**src/rtl/sdm_inp_buf_sync.sv**
```systemverilog
// Router input buffer: PD-deep flit FIFO, XY route decode of each head flit,
// one-hot output-port request, and drop of frames illegal for this port.
module sdm_inp_buf_sync #(
    parameter int DIR = 0,
    parameter int DW  = 32,
    parameter int AW  = 8,
    parameter int PD  = 4
) (
    input  logic                   clk,
    input  logic                   rst,
    input  logic                   in_vld,
    input  logic [DW-1:0]          in_dat,
    input  logic                   in_eof,
    output logic                   in_rdy,
    output logic                   out_vld,
    output logic [DW-1:0]          out_dat,
    output logic                   out_eof,
    input  logic                   out_rdy,
    input  logic [AW-1:0]          addrx,
    input  logic [AW-1:0]          addry,
    output logic [4:0]             arb_r,
    input  logic                   arb_ra,
    output logic                   rt_err,
    output logic [$clog2(PD):0]    occ
);

    localparam int PW = $clog2(PD);
    localparam int OW = PW + 1;

    // One-hot port encoding {L,E,N,W,S}
    localparam logic [4:0] P_S = 5'b00001;
    localparam logic [4:0] P_W = 5'b00010;
    localparam logic [4:0] P_N = 5'b00100;
    localparam logic [4:0] P_E = 5'b01000;
    localparam logic [4:0] P_L = 5'b10000;

    // No U-turns, and a flit that arrived travelling in Y may not turn back into X
    localparam logic [4:0] LEGAL =
        (DIR == 0) ? (P_N | P_L) :
        (DIR == 1) ? (P_E | P_N | P_S | P_L) :
        (DIR == 2) ? (P_S | P_L) :
        (DIR == 3) ? (P_W | P_N | P_S | P_L) :
                     (P_S | P_W | P_N | P_E);

    typedef struct packed {
        logic          eof;
        logic [DW-1:0] dat;
    } flit_t;

    typedef enum logic [1:0] {IDLE, REQ, DROP} state_t;

    flit_t          mem [PD];
    flit_t          head;
    logic [PW-1:0]  wr_ptr, rd_ptr;
    state_t         state, state_nx;
    logic [4:0]     dec, dec_nx;
    logic [4:0]     route;
    logic [AW-1:0]  tx, ty;
    logic           push, pop, not_empty, full;

    assign head      = mem[rd_ptr];
    assign tx        = head.dat[AW-1:0];
    assign ty        = head.dat[2*AW-1:AW];
    assign not_empty = (occ != '0);
    assign full      = (occ == OW'(PD));

    // Space is judged on the registered occupancy, so a pop frees a slot one cycle later
    assign in_rdy = ~rst & ~full;
    assign push   = in_vld & in_rdy;

    assign out_dat = head.dat;
    assign out_eof = head.eof;
    assign arb_r   = (state == REQ) ? dec : 5'b00000;
    assign rt_err  = (state == DROP);

    // X is resolved before Y
    always_comb begin
        route = P_L;
        if (tx > addrx)      route = P_E;
        else if (tx < addrx) route = P_W;
        else if (ty > addry) route = P_S;
        else if (ty < addry) route = P_N;
    end

    always_comb begin
        state_nx = state;
        dec_nx   = dec;
        pop      = 1'b0;
        out_vld  = 1'b0;
        case (state)
            IDLE: begin
                if (not_empty) begin
                    if ((route & LEGAL) != 5'b00000) begin
                        dec_nx   = route;
                        state_nx = REQ;
                    end else begin
                        state_nx = DROP;
                    end
                end
            end
            REQ: begin
                out_vld = arb_ra & not_empty;
                pop     = out_vld & out_rdy;
                if (pop && head.eof) state_nx = IDLE;
            end
            DROP: begin
                // Discard regardless of downstream readiness
                pop = not_empty;
                if (pop && head.eof) state_nx = IDLE;
            end
            default: state_nx = IDLE;
        endcase
    end

    always_ff @(posedge clk) begin
        if (push) mem[wr_ptr] <= '{eof: in_eof, dat: in_dat};
    end

    always_ff @(posedge clk) begin
        if (rst) begin
            wr_ptr <= '0;
            rd_ptr <= '0;
            occ    <= '0;
            state  <= IDLE;
            dec    <= '0;
        end else begin
            state <= state_nx;
            dec   <= dec_nx;
            if (push) wr_ptr <= wr_ptr + PW'(1);
            if (pop)  rd_ptr <= rd_ptr + PW'(1);
            case ({push, pop})
                2'b10:   occ <= occ + OW'(1);
                2'b01:   occ <= occ - OW'(1);
                default: occ <= occ;
            endcase
        end
    end

endmodule

```
**config.mk**
```make
export PLATFORM = sky130hd
export DESIGN_NAME = sdm_inp_buf_sync
export DESIGN_NICKNAME = d
export VERILOG_FILES = /design/src/rtl/sdm_inp_buf_sync.sv
export SDC_FILE = /design/constraint.sdc
export NUM_CORES = 1
export LEC_CHECK = 0
export BUFFER_PORTS_ARGS = -buffer_cell sky130_fd_sc_hd__buf_2
export CORE_MARGIN = 2
export CORE_UTILIZATION = 50
export DETAILED_ROUTE_END_ITERATION = 16
export PLACE_DENSITY = 0.78
export SLEW_MARGIN = 25
export SYNTH_ARGS = -nofsm -noshare
export SYNTH_HDL_FRONTEND = slang
export SYNTH_SLANG_ARGS = --single-unit
```
**constraint.sdc**
```tcl
create_clock -name clk -period 2.4 [get_ports clk]
set_input_delay 0.36 -clock clk [delete_from_list [all_inputs] [get_ports clk]]
set_output_delay 0.36 -clock clk [all_outputs]
set_load 0.03 [all_outputs]
```
After elaboration in Yosys (flattened, before gate mapping)
Memory sizes are Yosys's and may differ from the RTL's. A register that Yosys moved wholly into a read port is not among the register bits.
Index checks and enable logic that the tools add are counted.
- input port bits: 54
- memories kept: 1
- bits in writable memories: 132
- bits in registers: 14
- word-level logic and storage cells: 53
- output and inout port bits: 44
- reduce and logical (&&, ||, !) cells: 8
- add/subtract/negate cells: 4
- multiplexer cells: 17
- eq/ne operators: 8
- bitwise logic cells: 6
- $lt $le $gt $ge: 4
- memory list (name ; words ; bits a word ; rd ports ; clocked after memory_dff ; wr ports ; RTL line ; RTL):
    mem ; 4 ; 33 ; 1 ; 1 ; 1 ; 52 ; flit_t mem [PD];
- operators with widths (kind ; count):
    5-bit 2-to-1 mux ; 5
    8-bit greater-than comparator ; 2
    8-bit less-than comparator ; 2
    2-bit 2-to-1 mux ; 6
    2-bit one-hot mux with 3 select lines ; 1
    3-bit one-hot mux with 2 select lines ; 1
    3-bit AND reduction ; 2
    5-bit nonzero test ; 1
    2-bit by 1-bit adder with 2-bit output, second input constant ; 2
    1-bit bitwise AND ; 4
    2-bit by 1-bit == test with 1-bit output, second input constant ; 2
    2-bit == test, second input constant ; 2
    2-bit by 1-bit inequality test with 1-bit output, second input constant ; 2
    3-bit by 1-bit adder with 3-bit output, second input constant ; 1
    3-bit == test, second input constant ; 1
    1-bit 2-to-1 mux ; 3
    3-bit nonzero test ; 1
    3-bit by 1-bit subtractor with 3-bit output, second input constant ; 1
    1-bit logical AND ; 2
    2-bit logical NOT ; 1
    2-bit inequality test, second input constant ; 1
    1-bit inverter ; 2
    1-bit one-hot mux with 2 select lines ; 1
    2-bit nonzero test ; 1

Logic depth before layout (Yosys ltp)
Gate-level depths: netlist (run 1).
- depth after elaboration: 9
- mapped depth: 11

Least setup slack after synthesis (run 1)
No wires, ideal clock.
- path type: register -> register
- start: register occ[0]
- end: memory mem[1][0] (netlist bit), enable pin
- path slack: -395 ps
- required time: 2007 ps
- arrival: 2402 ps
- buffers on the path: 0
- cell stages (with the launch flop): 4
- setup time: 393 ps
- path through: dfxtp_1 inv_1 a31oi_1 and3_1
- longest elaborated chain between the ends: 6
- ends and longest elaborated chain (element ; RTL line ; RTL):
    start, declared ; 24 ; output logic [$clog2(PD):0] occ
    start signal, assigned ; 132 ; 2'b10: occ <= occ + OW'(1);
    start signal, assigned ; 133 ; 2'b01: occ <= occ - OW'(1);
    3-bit == test ; 65 ; assign full = (occ == OW'(PD));
    1-bit inverter ; 68 ; assign in_rdy = ~rst & ~full;
    1-bit bitwise AND ; 68 ;
    via in_rdy ; 14 ; output logic in_rdy,
    1-bit bitwise AND ; 69 ; assign push = in_vld & in_rdy;
    1-bit 2-to-1 mux ; 116 ; if (push) mem[wr_ptr] <= '{eof: in_eof, dat: in_dat};
    1-bit 2-to-1 mux (not written as such) ; 116 ;
    end, declared ; 52 ;
The timed path passes the listed nets, and every way through them passes these cells.

==> results of run 1 <==
## per-layer routing
metal  GRT usage  wire length [um]  vias to the layer above
met4      0.0610                78                        2
met3      0.0717               695                       12
li1            -                 -                     1528
met1       0.241              4790                     1677
met5           0                13                        -
met2       0.329              6240                       94
## layout by cell type, fill, tap and decap left out, types with 2 or more instances in the layout
| cell type | synthesis | layout |
|---|---|---|
| edfxtp_1 | 132 | 132 |
| buf_2 | 3 | 94 |
| mux4_2 | 33 | 33 |
| inv_1 | 24 | 24 |
| clkbuf_16 | 0 | 18 |
| ha_1 | 24 | 16 |
| buf_4 | 0 | 15 |
| dfxtp_1 | 16 | 14 |
| nor2_1 | 11 | 11 |
| and2_1 | 9 | 9 |
| nand2_1 | 8 | 8 |
| buf_12 | 0 | 8 |
| a21oi_1 | 8 | 7 |
| ha_4 | 0 | 5 |
| nor3_1 | 4 | 4 |
| and3_2 | 0 | 4 |
| nand4_1 | 4 | 4 |
| clkinv_2 | 0 | 4 |
| clkbuf_1 | 5 | 4 |
| o21ai_1 | 1 | 3 |
| o21ai_0 | 5 | 3 |
| xor2_1 | 3 | 3 |
| ha_2 | 0 | 3 |
| clkinvlp_4 | 0 | 3 |
| nor2b_1 | 2 | 2 |
| o31ai_1 | 2 | 2 |
| xnor2_1 | 2 | 2 |
| clkbuf_8 | 0 | 2 |
| buf_6 | 1 | 2 |
## through the flow
stage	TNS [ps]	setup WS (ps)	power (W)	cell area, um2
6_report	-261	-105	0.00577	7570
2_1_floorplan	-274	-115	0.00320	6100
4_1_cts	-385	-85.2	0.00580	7460
3_3_place_gp	-42.2	-31.2	0.00336	6880
5_1_grt	-1250	-223	0.00595	7570
3_5_place_dp	-339	-75.4	0.00337	6880
## worst register-to-register path, delay by kind of cell (launching register included)
kind                       cells  cell delay, ps
adders and majority gates      1             230
muxes                          1             550
DFF                            1             390
AOI/OAI and AO/OA              2             510
and+or+nand+nor                3             350
buffers and inverters          3             380
## power by group
group | internal (W) | switching, W
logic | 0.000171 | 0.000267
registers | 0.00288 | 0.0000214
clock network | 0.00147 | 0.000960
## area by class of cell
class | count | share of cell area
Clock inverter | 9 | 0.0107
Timing Repair Buffer | 120 | 0.104
Tap cell | 143 | 0.0236
Multi-Input combinational cell | 140 | 0.221
Sequential cell | 148 | 0.566
Clock buffer | 23 | 0.0618
Inverter | 24 | 0.0119
## repair_timing
| item | 4_1_cts | 5_1_grt |
|---|---|---|
| endpoints found under the setup margin | 18 | 19 |
| hold buffers | 0 | 0 |
| gates resized for setup | 6 | 18 |
| setup buffers | 1 | 5 |
| pin swaps | 0 | 5 |
| cloned | 0 | 1 |
## flip-flops by register name, summed over array words and instances (netlist names), named ones only
| register | cells |
|---|---|
| mem | 132 |
| dec | 5 |
| occ | 3 |
| rd_ptr | 2 |
| state | 2 |
| wr_ptr | 2 |
## logic make-up (layout without fill, tap and decap cells)
logic type / Yosys count / in the layout
flip-flops: 148 / 148
AND/OR/NAND/NOR: 48 / 48
AO/OA/AOI/OAI: 29 / 29
adder cells (fa/ha/maj): 25 / 25
multiplexers: 33 / 33
buffers and inverters: 34 / 176
XOR/XNOR: 5 / 5
## path summary, 6_finish.rpt
kind                       startpoint               endpoint  slack (ps)  depth (start not counted)
setup / recovery                 flop  state[0]$_SDFFE_PP0P_        -110                         10
hold / removal             in_dat[26]   mem[3][26]$_DFFE_PP_         150                          1
setup reg to reg                 flop  state[0]$_SDFFE_PP0P_        -110                         10
hold reg to reg   dec[0]$_SDFFE_PP0P_    dec[0]$_SDFFE_PP0P_         450                          1
==> impl_results.md, run 1 <==
- Final setup margin: -105 ps
- Residual DRC count: 0
- Post-synth top cells: 132 x edfxtp_1, 33 x mux4_2, 24 x ha_1, 24 x inv_1, 16 x dfxtp_1
- H-Tree Depth: 4
- Final setup viols: 5
- Later-pin clock latency in the skew report: 420 ps
- Post-synthesis mux area share: 0.124
- Layout area overhead: 26.6%
- ANT cells: 0
- Cell Area, Synth: 5980 um2
- Final Hold Vio Count: 0
- Post-route ant nets: 0
- Largest net degree at the start of global routing: 27
- First-pass GRT wire length: 18400 um
- Vias in the first global route: 3424
- Mapped Nets: 401
- Top delay family on crit path: multiplexers
- Maximum VDD drop: 0.000822 V
- Num rows: 39
- Clock Sinks: 148
- Synth Area in Adders: 0.0536
- DRT Pass-1 Iters: 4
- EDFF count, synth: 132
- Post-Synth Simple-Gate Area: 0.0425
- Share of the synthesized area in the top cell type: 0.663
- WL final: 11800 um
- Crit path cell chain: buf_12 > buf_4 > mux4_2 > inv_1 > ha_1 > nand4_1 > nor2_1 > a211o_1 > and3b_1 > a32o_1
- Crit. End Element: flop
- Fin nets: 530
- TritonCTS clock tree: done
- Yosys cell types: 39
- Total grt overflow: 0
- Post-Synth XOR/XNOR Area: 0.00732
- Ranking of synthesized cells by area: edfxtp_1 66%, mux4_2 12%, dfxtp_1 5.4%
- Worst-path clk slew: 60 ps
- Top FF cell, synth: edfxtp_1
- Status: complete, but fails checks
- Max cap viols: 0
- Failing checks: setup timing
- Share of layout cells above drive strength 1: 0.440
- Initial antenna violation count: 1
- Routed length per instance: 19.5 um
- Total track usage: 0.197
- Via count: 3313
- DP Wirelength: 7940 um
- Most common cell in the netlist: edfxtp_1
- Synth Area in Compound Gates: 0.0326
- Asr flop ratio synth: 0
- Port Buffer Count: 97
- Gp weighted congestion: 0.784
- I/O Pins: 98
- Via density: 5.46
- CP startpoint kind: flop
- CP arrival: 2800 ps
- Leading area contributor after synthesis: edfxtp_1
- Seq cells post-synth: 148
- Filler Cell Count: approximately 770
- RSZ-0062 raised after global routing: yes
- Post-layout util: 0.655
- Num CTS Buffers: 17
- Max stage delay on crit path: 550 ps
- Max_slew headroom: 0.587
- Die width: 113 um
- Hold slack: ~150 ps
- Die area: ~13000 um2
- Placed insts: roughly 570
- Worst-Margin Slew: 614 ps
- Leak Pwr: 2.77 nW
- Area of the core: 11600 um2
- Fmax: around 0.4 GHz
- Crit path max-delay cell type: mux4_2
- Final period utilization: 1.04
- Starting Density: 0.517
- Syn Inst Count: 322
- Seq/Total Area, Yosys: 0.716
- Syn. warnings: 0
- Pwr dens: 762 nW/um2
- Worst Path Required: around 2700 ps
- Worst-case clock buffer depth: 2
- FF+latch area: 4290 um2
- Detailed Route Iter0 Violations: 167
- Critical path type: reg2reg
- Final cell count without fillers: 607
- Area of the multi-input gates: 1670 um2
- CP max FO: 5
- Buf+Inv Stages, Crit Path: 3
- Hold crit path type: in2reg
- Skew final: roughly 15 ps
- Max-slew violation count: 0
- Die height: 113 um
- Largest family of logic cells by synthesized area: multiplexers
- Post-layout minimum cycle time: 2510 ps
- Syn Area/Cell: 18.6 um2
- Root Driver: clkbuf_16
Note: power is estimated with default switching activity, not from simulation.
==> run 2, diff against run 1 <==
--- a/config.mk
+++ b/config.mk
@@ -10,6 +10,8 @@
 export CORE_UTILIZATION = 50
 export DETAILED_ROUTE_END_ITERATION = 16
 export PLACE_DENSITY = 0.78
+export REMOVE_ABC_BUFFERS = 1
+export SETUP_SLACK_MARGIN = 0.5
 export SLEW_MARGIN = 25
 export SYNTH_ARGS = -nofsm -noshare
 export SYNTH_HDL_FRONTEND = slang
==> run 2 against run 1 <==
  * The run still ends with setup timing left
  * Utilization rose by 5.0 points
  * Routed wire length rose by 8.9%
  * Cell count rose by 4.8%
  * Critical path type unchanged
  * Fmax rose by 2.4%
  * Sequential power barely moved
  * Sequential share of layout area fell by 3.9 points
  * Via count rose by 4.4%
  * Register-to-register slack improved by 60 ps
  * Non-clock buffer count rose by 29
  * Highest routed layer is now met4
  * Clock power barely moved
  * Worst hold slack got worse by 6.9 ps
==> impl_results.md, run 2 (synthesized netlist as in run 1, its figures left out) <==
- Status: complete, but fails checks
- Failing checks: setup timing
- Area of the core: between 10000 and 15000 um2
- TritonCTS clock tree: done
- Top reg by flops: mem
- Fmax: 0.409 GHz
- CP arrival: 2770 ps
- Crit. End Element: flop
- Crit path max-delay cell type: mux4_2
- Worst-case clock buffer depth: 2
- Worst-path clk slew: 60 ps
- Share of layout cells above drive strength 1: 0.505
- Detailed Route Iter0 Violations: around 220
- Skew final: 20.4 ps
- Max_slew headroom: 0.746
- Die width: ~110 um
- Post-layout util: 0.704
- Final setup viols: 3
- Design area: between 8000 and 9000 um2
- Via count: approximately 3500
- Clock Sinks: between 100 and 150
- Via density: 5.44
- Num rows: 39
- Fin nets: 559
- Worst Path Required: 2720 ps
- NetSw: 0.00134 W
- Num CTS Buffers: 17
- P_int: 0.00455 W
- Initial antenna violation count: 0
- Sequential power share: 0.492
- Max cap viols: 0
- Routed length per instance: 20.2 um
- Hold crit path type: in2reg
- Starting Density: 0.517
- Post-layout minimum cycle time: 2450 ps
- Clock power frac: 0.415
- Pwr dens: 723 nW/um2
- Comb pwr share: 0.093
- Setup_tns: -74.0 ps
- Most common cell after layout, fill and taps aside: edfxtp_1
- DRT Pass-1 Iters: 4
- Vias in the first global route: around 3700
- Die area: 12900 um2
- Placed cell area: between 6000 and 7000 um2
- Total grt overflow: 0
- Max FFs per register: about 130
- Sw Share: 0.227
- CP startpoint kind: flop
- Hold slack: 146 ps
- Worst-Margin Slew: approximately 380 ps
- Total track usage: 0.208
- Most frequent cells in the layout: 132 x edfxtp_1, 63 x buf_2, 50 x buf_6, 33 x mux4_2, 24 x buf_4
- Leak Pwr: 3.00 nW
- Root Driver: clkbuf_16
- DP Wirelength: between 7000 and 8000 um
- H-Tree Depth: 4
- Max stage delay on crit path: 550 ps
- Later-pin clock latency in the skew report: 430 ps
- Post-route ant nets: 0
- CTS Hold Bufs: 0
- Die height: 113 um
- Final Hold Vio Count: 0
- Final period utilization: 1.02
- Crit path cell chain: buf_8 > mux4_2 > ha_4 > nor2b_4 > o211ai_1 > a211o_1 > and3b_1 > a32o_1
- I/O Pins: 98
- WL final: 12900 um
- CP max FO: 5
- Residual DRC count: 0
- Critical path type: reg2reg
- Layout area overhead: 36.2%
- Port Buffer Count: 97
- Gp weighted congestion: 0.748
- Pre-CTS setup slack: -175 ps
- First-pass GRT wire length: 19600 um
- Largest net degree at the start of global routing: 34
- RSZ-0062 raised after global routing: yes
- Final setup margin: -47.7 ps
- Largest regs: mem x132, dec x5, occ x3
- ANT cells: 0
- Max-slew violation count: 0
- Maximum VDD drop: 0.000689 V
## run 2: final timing paths
path                            slack [ps]  depth (start not counted)                 from                     to
worst min-delay path                   150                          1           in_dat[25]   mem[2][25]$_DFFE_PP_
worst max register to register         -50                          8                 flop  state[0]$_SDFFE_PP0P_
worst min register to register         460                          1  dec[0]$_SDFFE_PP0P_    dec[0]$_SDFFE_PP0P_
worst max-delay path                   -50                          8                 flop  state[0]$_SDFFE_PP0P_
## run 2: layer usage
layer	global-route usage	part of all wire
met3	0.0643	0.057
met4	0.0634	0.0085
met5	0	0
met2	0.348	0.52
met1	0.266	0.41
## run 2: final cells by class
class | instances | area (um2)
Clock buffer | 17 | 425
Clock inverter | 15 | 130
Fill cell | 714 | 3420
Inverter | 24 | 90.1
Multi-Input combinational cell | 140 | 1760
Sequential cell | 148 | 4290
Tap cell | 143 | 179
Timing Repair Buffer | 149 | 1270
## run 2: timing repair
action	4_1_cts	5_1_grt
setup endpoints to repair	42	49
gates resized for setup	108	26
setup buffers	7	9
endpoints found under the hold margin	0	0
pin swaps	15	7
## run 2: power groups by stage
| stage | combinational, W | sequential (W) | clock (W) |
|---|---|---|---|
| floorplan | 0.000234 | 0.00296 | 0 |
| global placement | 0.000424 | 0.00295 | 0 |
| detailed placement | 0.000437 | 0.00295 | 0 |
| CTS | 0.000522 | 0.00290 | 0.00248 |
| global route | 0.000591 | 0.00291 | 0.00258 |
| finish | 0.000548 | 0.00290 | 0.00244 |
## run 2: critical path, delay by kind of cell, from the launching register on
kind	cells	cell delay (ps)
multiplexers	1	550
flip-flops	1	410
AND/OR/NAND/NOR	2	310
adder cells (fa/ha/maj)	1	290
AO/OA/AOI/OAI	3	650
buffers and inverters	1	140
## run 2: stage by stage
stage | total power (W) | instances
detailed placement | 0.00339 | 588
floorplan | 0.00319 | 312
CTS | 0.00590 | 627
global placement | 0.00337 | 588
global route | 0.00608 | 636
finish | 0.00589 | 636
